==> src/rtl/hamming_error_sweep.sv <==
// hamming_error_sweep: drives single-bit error injection trials through the
// Hamming(7,4) encoder -> corrupter -> decoder chain and scores the decoder.
// Each trial presents a codeword plus a corrupter index (0 = clean, 1..7 =
// flip that bit), waits for the decoder result and counts pass/fail.
module hamming_error_sweep (
    input  logic       clk,
    input  logic       reset_n,
    input  logic       start,
    input  logic       mode,
    input  logic [4:1] data_word,
    output logic [7:1] codeword,
    output logic [2:0] corrupt_index,
    output logic       trial_valid,
    input  logic       trial_ready,
    input  logic       result_valid,
    input  logic [4:1] result_data,
    input  logic [2:0] result_syndrome,
    output logic       busy,
    output logic       done,
    output logic [7:0] pass_count,
    output logic [7:0] fail_count
);

    typedef enum logic [2:0] {
        S_IDLE  = 3'd0,
        S_ISSUE = 3'd1,
        S_WAIT  = 3'd2,
        S_NEXT  = 3'd3,
        S_DONE  = 3'd4
    } state_t;

    // Hamming(7,4) encoder; parity bits sit at the power-of-two positions.
    function automatic logic [7:1] hamming_encode(input logic [4:1] d);
        logic [7:1] c;
        c[3] = d[1];
        c[5] = d[2];
        c[6] = d[3];
        c[7] = d[4];
        c[1] = c[3] ^ c[5] ^ c[7];
        c[2] = c[3] ^ c[6] ^ c[7];
        c[4] = c[5] ^ c[6] ^ c[7];
        return c;
    endfunction

    // Counters stick at full scale instead of wrapping.
    function automatic logic [7:0] sat_inc(input logic [7:0] v);
        return (v == 8'hFF) ? v : (v + 8'd1);
    endfunction

    state_t     state_q, state_d;
    logic       mode_q,  mode_d;
    logic [4:1] data_q,  data_d;
    logic [2:0] index_q, index_d;
    logic [7:0] pass_q,  pass_d;
    logic [7:0] fail_q,  fail_d;
    logic       trial_valid_q;
    logic       busy_q;
    logic       done_q;

    // Next-state, sweep sequencing and scoring.
    always_comb begin
        state_d = state_q;
        mode_d  = mode_q;
        data_d  = data_q;
        index_d = index_q;
        pass_d  = pass_q;
        fail_d  = fail_q;
        case (state_q)
            S_IDLE: begin
                if (start) begin
                    state_d = S_ISSUE;
                    mode_d  = mode;
                    data_d  = mode ? 4'd0 : data_word;
                    index_d = 3'd0;
                    pass_d  = 8'd0;
                    fail_d  = 8'd0;
                end else begin
                    state_d = S_IDLE;
                end
            end
            S_ISSUE: begin
                if (trial_ready) begin
                    state_d = S_WAIT;
                end else begin
                    state_d = S_ISSUE;
                end
            end
            S_WAIT: begin
                if (result_valid) begin
                    state_d = S_NEXT;
                    if ((result_data == data_q) && (result_syndrome == index_q)) begin
                        pass_d = sat_inc(pass_q);
                    end else begin
                        fail_d = sat_inc(fail_q);
                    end
                end else begin
                    state_d = S_WAIT;
                end
            end
            S_NEXT: begin
                if (index_q != 3'd7) begin
                    index_d = index_q + 3'd1;
                    state_d = S_ISSUE;
                end else if (!mode_q || (data_q == 4'd15)) begin
                    state_d = S_DONE;
                end else begin
                    data_d  = data_q + 4'd1;
                    index_d = 3'd0;
                    state_d = S_ISSUE;
                end
            end
            S_DONE: begin
                state_d = S_IDLE;
            end
            default: begin
                state_d = S_IDLE;
            end
        endcase
    end

    // State, sweep position, counters and registered status flags.
    always_ff @(posedge clk or negedge reset_n) begin
        if (!reset_n) begin
            state_q       <= S_IDLE;
            mode_q        <= 1'b0;
            data_q        <= 4'd0;
            index_q       <= 3'd0;
            pass_q        <= 8'd0;
            fail_q        <= 8'd0;
            trial_valid_q <= 1'b0;
            busy_q        <= 1'b0;
            done_q        <= 1'b0;
        end else begin
            state_q       <= state_d;
            mode_q        <= mode_d;
            data_q        <= data_d;
            index_q       <= index_d;
            pass_q        <= pass_d;
            fail_q        <= fail_d;
            trial_valid_q <= (state_d == S_ISSUE);
            busy_q        <= (state_d != S_IDLE);
            done_q        <= (state_d == S_DONE);
        end
    end

    assign codeword      = hamming_encode(data_q);
    assign corrupt_index = index_q;
    assign trial_valid   = trial_valid_q;
    assign busy          = busy_q;
    assign done          = done_q;
    assign pass_count    = pass_q;
    assign fail_count    = fail_q;

endmodule
==> config.mk <==
export PLATFORM = sky130hd
export DESIGN_NAME = hamming_error_sweep
export DESIGN_NICKNAME = d
export VERILOG_FILES = /design/src/rtl/hamming_error_sweep.sv
export SDC_FILE = /design/constraint.sdc
export NUM_CORES = 1
export LEC_CHECK = 0
export CAP_MARGIN = 20
export CELL_PAD_IN_SITES_DETAIL_PLACEMENT = 0
export CELL_PAD_IN_SITES_GLOBAL_PLACEMENT = 1
export CORE_MARGIN = 2
export CORE_UTILIZATION = 35
export CTS_BUF_LIST = sky130_fd_sc_hd__clkbuf_8 sky130_fd_sc_hd__clkbuf_16
export CTS_CLUSTER_DIAMETER = 100
export DETAILED_ROUTE_END_ITERATION = 10
export PLACE_DENSITY = 0.85
export SLEW_MARGIN = 5
export SYNTH_ARGS = -nofsm -noshare
export SYNTH_HDL_FRONTEND = slang
export SYNTH_SLANG_ARGS = --single-unit
==> constraint.sdc <==
create_clock -name clk -period 3.6 [get_ports clk]
set_clock_uncertainty 0.15 [all_clocks]
set_input_delay 0.9 -clock clk [delete_from_list [all_inputs] [get_ports clk]]
set_output_delay 0.9 -clock clk [all_outputs]
set_load 0.1 [all_outputs]
==> summary.txt <==
STA
  • Final Hold Violating Endpoints: 0
  • Max frequency: around 370 MHz
  • Fin crit share: between 70 and 80%
  • Slew Limit Fails: 0
  • Setup TNS: 0 ns
  • RSZ-0062 raised after global routing: no
  • Worst slew pin tran: ~0.67 ns
  • Slew HR: between 50% and 60%
  • Final min period: roughly 2.7 ns
  • Setup Viol. Count Final: 0

Synthesis
  • Synth area leader: dfrtp_1
  • Top cells by count, synth: nand2_1 (32), dfrtp_1 (30), nor2_1 (15)
  • Post-synth top area share: 42.4%
  • Fraction of registers with async set/reset: 100%
  • Synthesis Warnings: 0
  • Number of synthesized flops with an enable pin: 0
  • Most common cell in the netlist: nand2_1
  • Post-synthesis register bit count: 30
  • Post-Syn Instances: 193
  • Seq/Total Area, Yosys: between 40% and 50%
  • Yosys cell types: 41
  • Cell Area, Synth: 1770 um2
  • Post-Syn Nets: between 200 and 250
  • Synth Flop Type: dfrtp_1
  • Avg Inst Size Synth: ~9.2 um2
  • Synth area leaders: dfrtp_1 (42%), nand2_1 (6.8%), xor2_1 (4.5%)

Drt
  • DR iter-0 viols: 108
  • Via density: ~5.1
  • DR WL/cell: 13.6 um
  • Routed Antenna Nets: 0
  • Final wirelength: about 4200 um
  • DRC Markers: 0
  • Vias: ~1600
  • DR pass1 iterations: 4

Global routing
  • All-Layer GR Usage: between 15 and 20%
  • Pin count of the biggest net entering global routing: 31
  • Grt ovf: 0
  • Antenna violations before repair: 0
  • Vias in the first global route: approximately 1400
  • First-pass GRT wire length: 7010 um

Setup path
  • Reg2reg start: data_q[4]
  • Worst R2R End: pass_count[7]
  • Crit path buf inv count: 1
  • Critical path launch point type: input pin
  • CP max stage delay: around 0.57 ns
  • Crit-path max FO: 8
  • CP Cell Sequence: clkdlybuf4s50_1, mux2_2, nand2_1, nand4b_4, or4_1, o21ai_1
  • Worst R2R Path Depth: 5
  • Kind of critical path: input pin to flip-flop
  • Worst path top cell family by delay: simple AND/OR/NAND/NOR gates
  • WP data arrival: about 2.8 ns
  • Worst Setup End Kind: flip-flop
  • Slowest stage cell, crit path: clkdlybuf4s50_1
  • R2r setup slk: ~1.4 ns
  • Required @ worst endpoint: 3.66 ns

CTS
  • CTS tree: done
  • Hold_buf cts: 0
  • Post-cts resize count: 0
  • CTS buffer count: 5
  • Clock sinks: 30
  • Reg clk slew, reported paths: around 0.060 ns
  • Root Driver: clkbuf_8
  • Clock Latency Late Sink: approximately 0.28 ns
  • H-tree levels: 2
  • Max clock buf depth: 2
  • Postcts setup bufs: 0

Floorplan
  • Number of cell rows: 25
  • Die X: approximately 75 um
  • Chip height: about 75 um
  • Num ports: 46
  • Effective utilization at floorplan: 37.0%
  • Core ar.: 4790 um2
  • Overall die area: 5640 um2

Power
  • Pwr Density: between 900 and 1000 nW/um2
  • Peak supply drop: ~840 uV
  • Lkg Pwr: roughly 1.0 nW

Job
  • Max capacitance violation total: 0

Finish
  • Synth-to-Final Area Change: 30.3%
  • Layout cell share with drive strength beyond 1: between 10% and 20%
  • Fin nets: ~260
  • # diodes: 0
  • Non-Filler Instances: roughly 300
  • Post-Layout Inst Area: roughly 2300 um2
  • Filler cells: 470

Placement
  • Dpl hpwl: 3060 um
  • Port buffer count: between 40 and 50
  • Global placer's final weighted congestion: approximately 0.83
  • DP Cell Count: 299
  • Placed Area: 2230 um2

Worst hold path
  • Hold_sp: mode_q
  • WHS Path Cells: 2
  • Hold Path End: mode_q
  • Hold/Removal Path Class: flip-flop to flip-flop

Run status
  • Status: finished clean
-- cells by family after synthesis --
family                   count (synthesis)  synth area share, %
AO/OA/AOI/OAI                           33                 12.1
flip-flops                              30                 42.4
multiplexers                             8                 4.67
adder cells (fa/ha/maj)                  6                 4.24
buffers and inverters                    9                 2.40
XOR/XNOR                                11                 5.45
AND/OR/NAND/NOR                         96                 28.7
-- cells in the final DEF (no fill, tap or decap), types with 2 or more instances in the layout --
cell type	Yosys	routed
nand4_1	6	6
mux2i_1	6	6
xor2_1	9	7
mux2_2	2	2
nor2b_1	3	3
a22o_1	3	3
ha_1	6	6
nor2_1	15	15
xor2_2	0	2
dfrtp_1	30	30
nand2b_1	5	5
a31oi_1	5	5
a21oi_1	10	10
nand3_1	12	12
nor3_1	7	7
buf_4	0	31
o211ai_1	2	2
nand3b_1	2	2
and2_1	4	4
o31ai_1	2	2
o21bai_1	2	2
nand2_1	32	32
inv_1	1	3
o21ai_0	3	3
clkbuf_8	0	5
nor3b_1	2	2
clkdlybuf4s50_1	0	16
-- worst register-to-register path, cell delays in order, from the launching register on --
cell and delay, ns:
dfrtp_1 0.54, xor2_1 0.26, nor3_2 0.34, nand4b_4 0.20
or4_1 0.50, o21ai_1 0.13
-- sequential cells by signal, indices dropped and copies added (netlist names) --
signal,flops
busy,1
corrupt_index,3
data_q,4
done,1
fail_count,8
mode_q,1
pass_count,8
state_q,3
trial_valid,1
-- cell type report --
type / instances / area [um2] / share of cell area [%]
multi-input combinational: 154 / 998 / 43.3
sequential: 30 / 751 / 32.6
timing repair buffer: 47 / 393 / 17.0
tap: 67 / 83.8 / 3.64
clock buffer: 5 / 68.8 / 2.98
clock inverter: 2 / 7.51 / 0.326
inverter: 1 / 3.75 / 0.163
-- metal layers --
layer | up-vias | GRT usage (%) | wire length (um)
met2 | 31 | 23.4 | 1910
met4 | 0 | 5.95 | 63
li1 | 779 | - | -
met5 | - | 0 | 0
met1 | 747 | 23.8 | 2020
met3 | 8 | 4.42 | 178
-- where the power goes --
group | total [mW] | internal (mW) | switching [mW]
Clock | 0.249 | 0.127 | 0.122
Combinational | 1.39 | 0.340 | 1.05
Sequential | 0.528 | 0.406 | 0.121
-- stage by stage --
stage / hold slack [ns] / worst slack, ns / utilization, % / power (mW)
detailed placement: 0.346 / 0.612 / 46.6 / 1.94
floorplan: 0.312 / 0.246 / - / 1.66
finish: 0.355 / 0.900 / 48.2 / 2.17
global route: 0.414 / 0.791 / 48.2 / 2.27
global placement: 0.343 / 0.659 / 46.6 / 1.93
CTS: 0.362 / 0.904 / 48.2 / 2.19
-- worst max path at each step --
stage,from,endpoint,slack (ns),cells past startpoint
after global placement,result_data[2],pass_count[7],0.66,6
after floorplan,data_q[2],codeword[1],0.25,2
after detailed placement,start,pass_count[7],0.61,6
after CTS,start,pass_count[7],0.90,6
after global routing,start,pass_count[7],0.79,6
final,start,pass_count[7],0.90,6
Power figures use the tool's default switching activity.
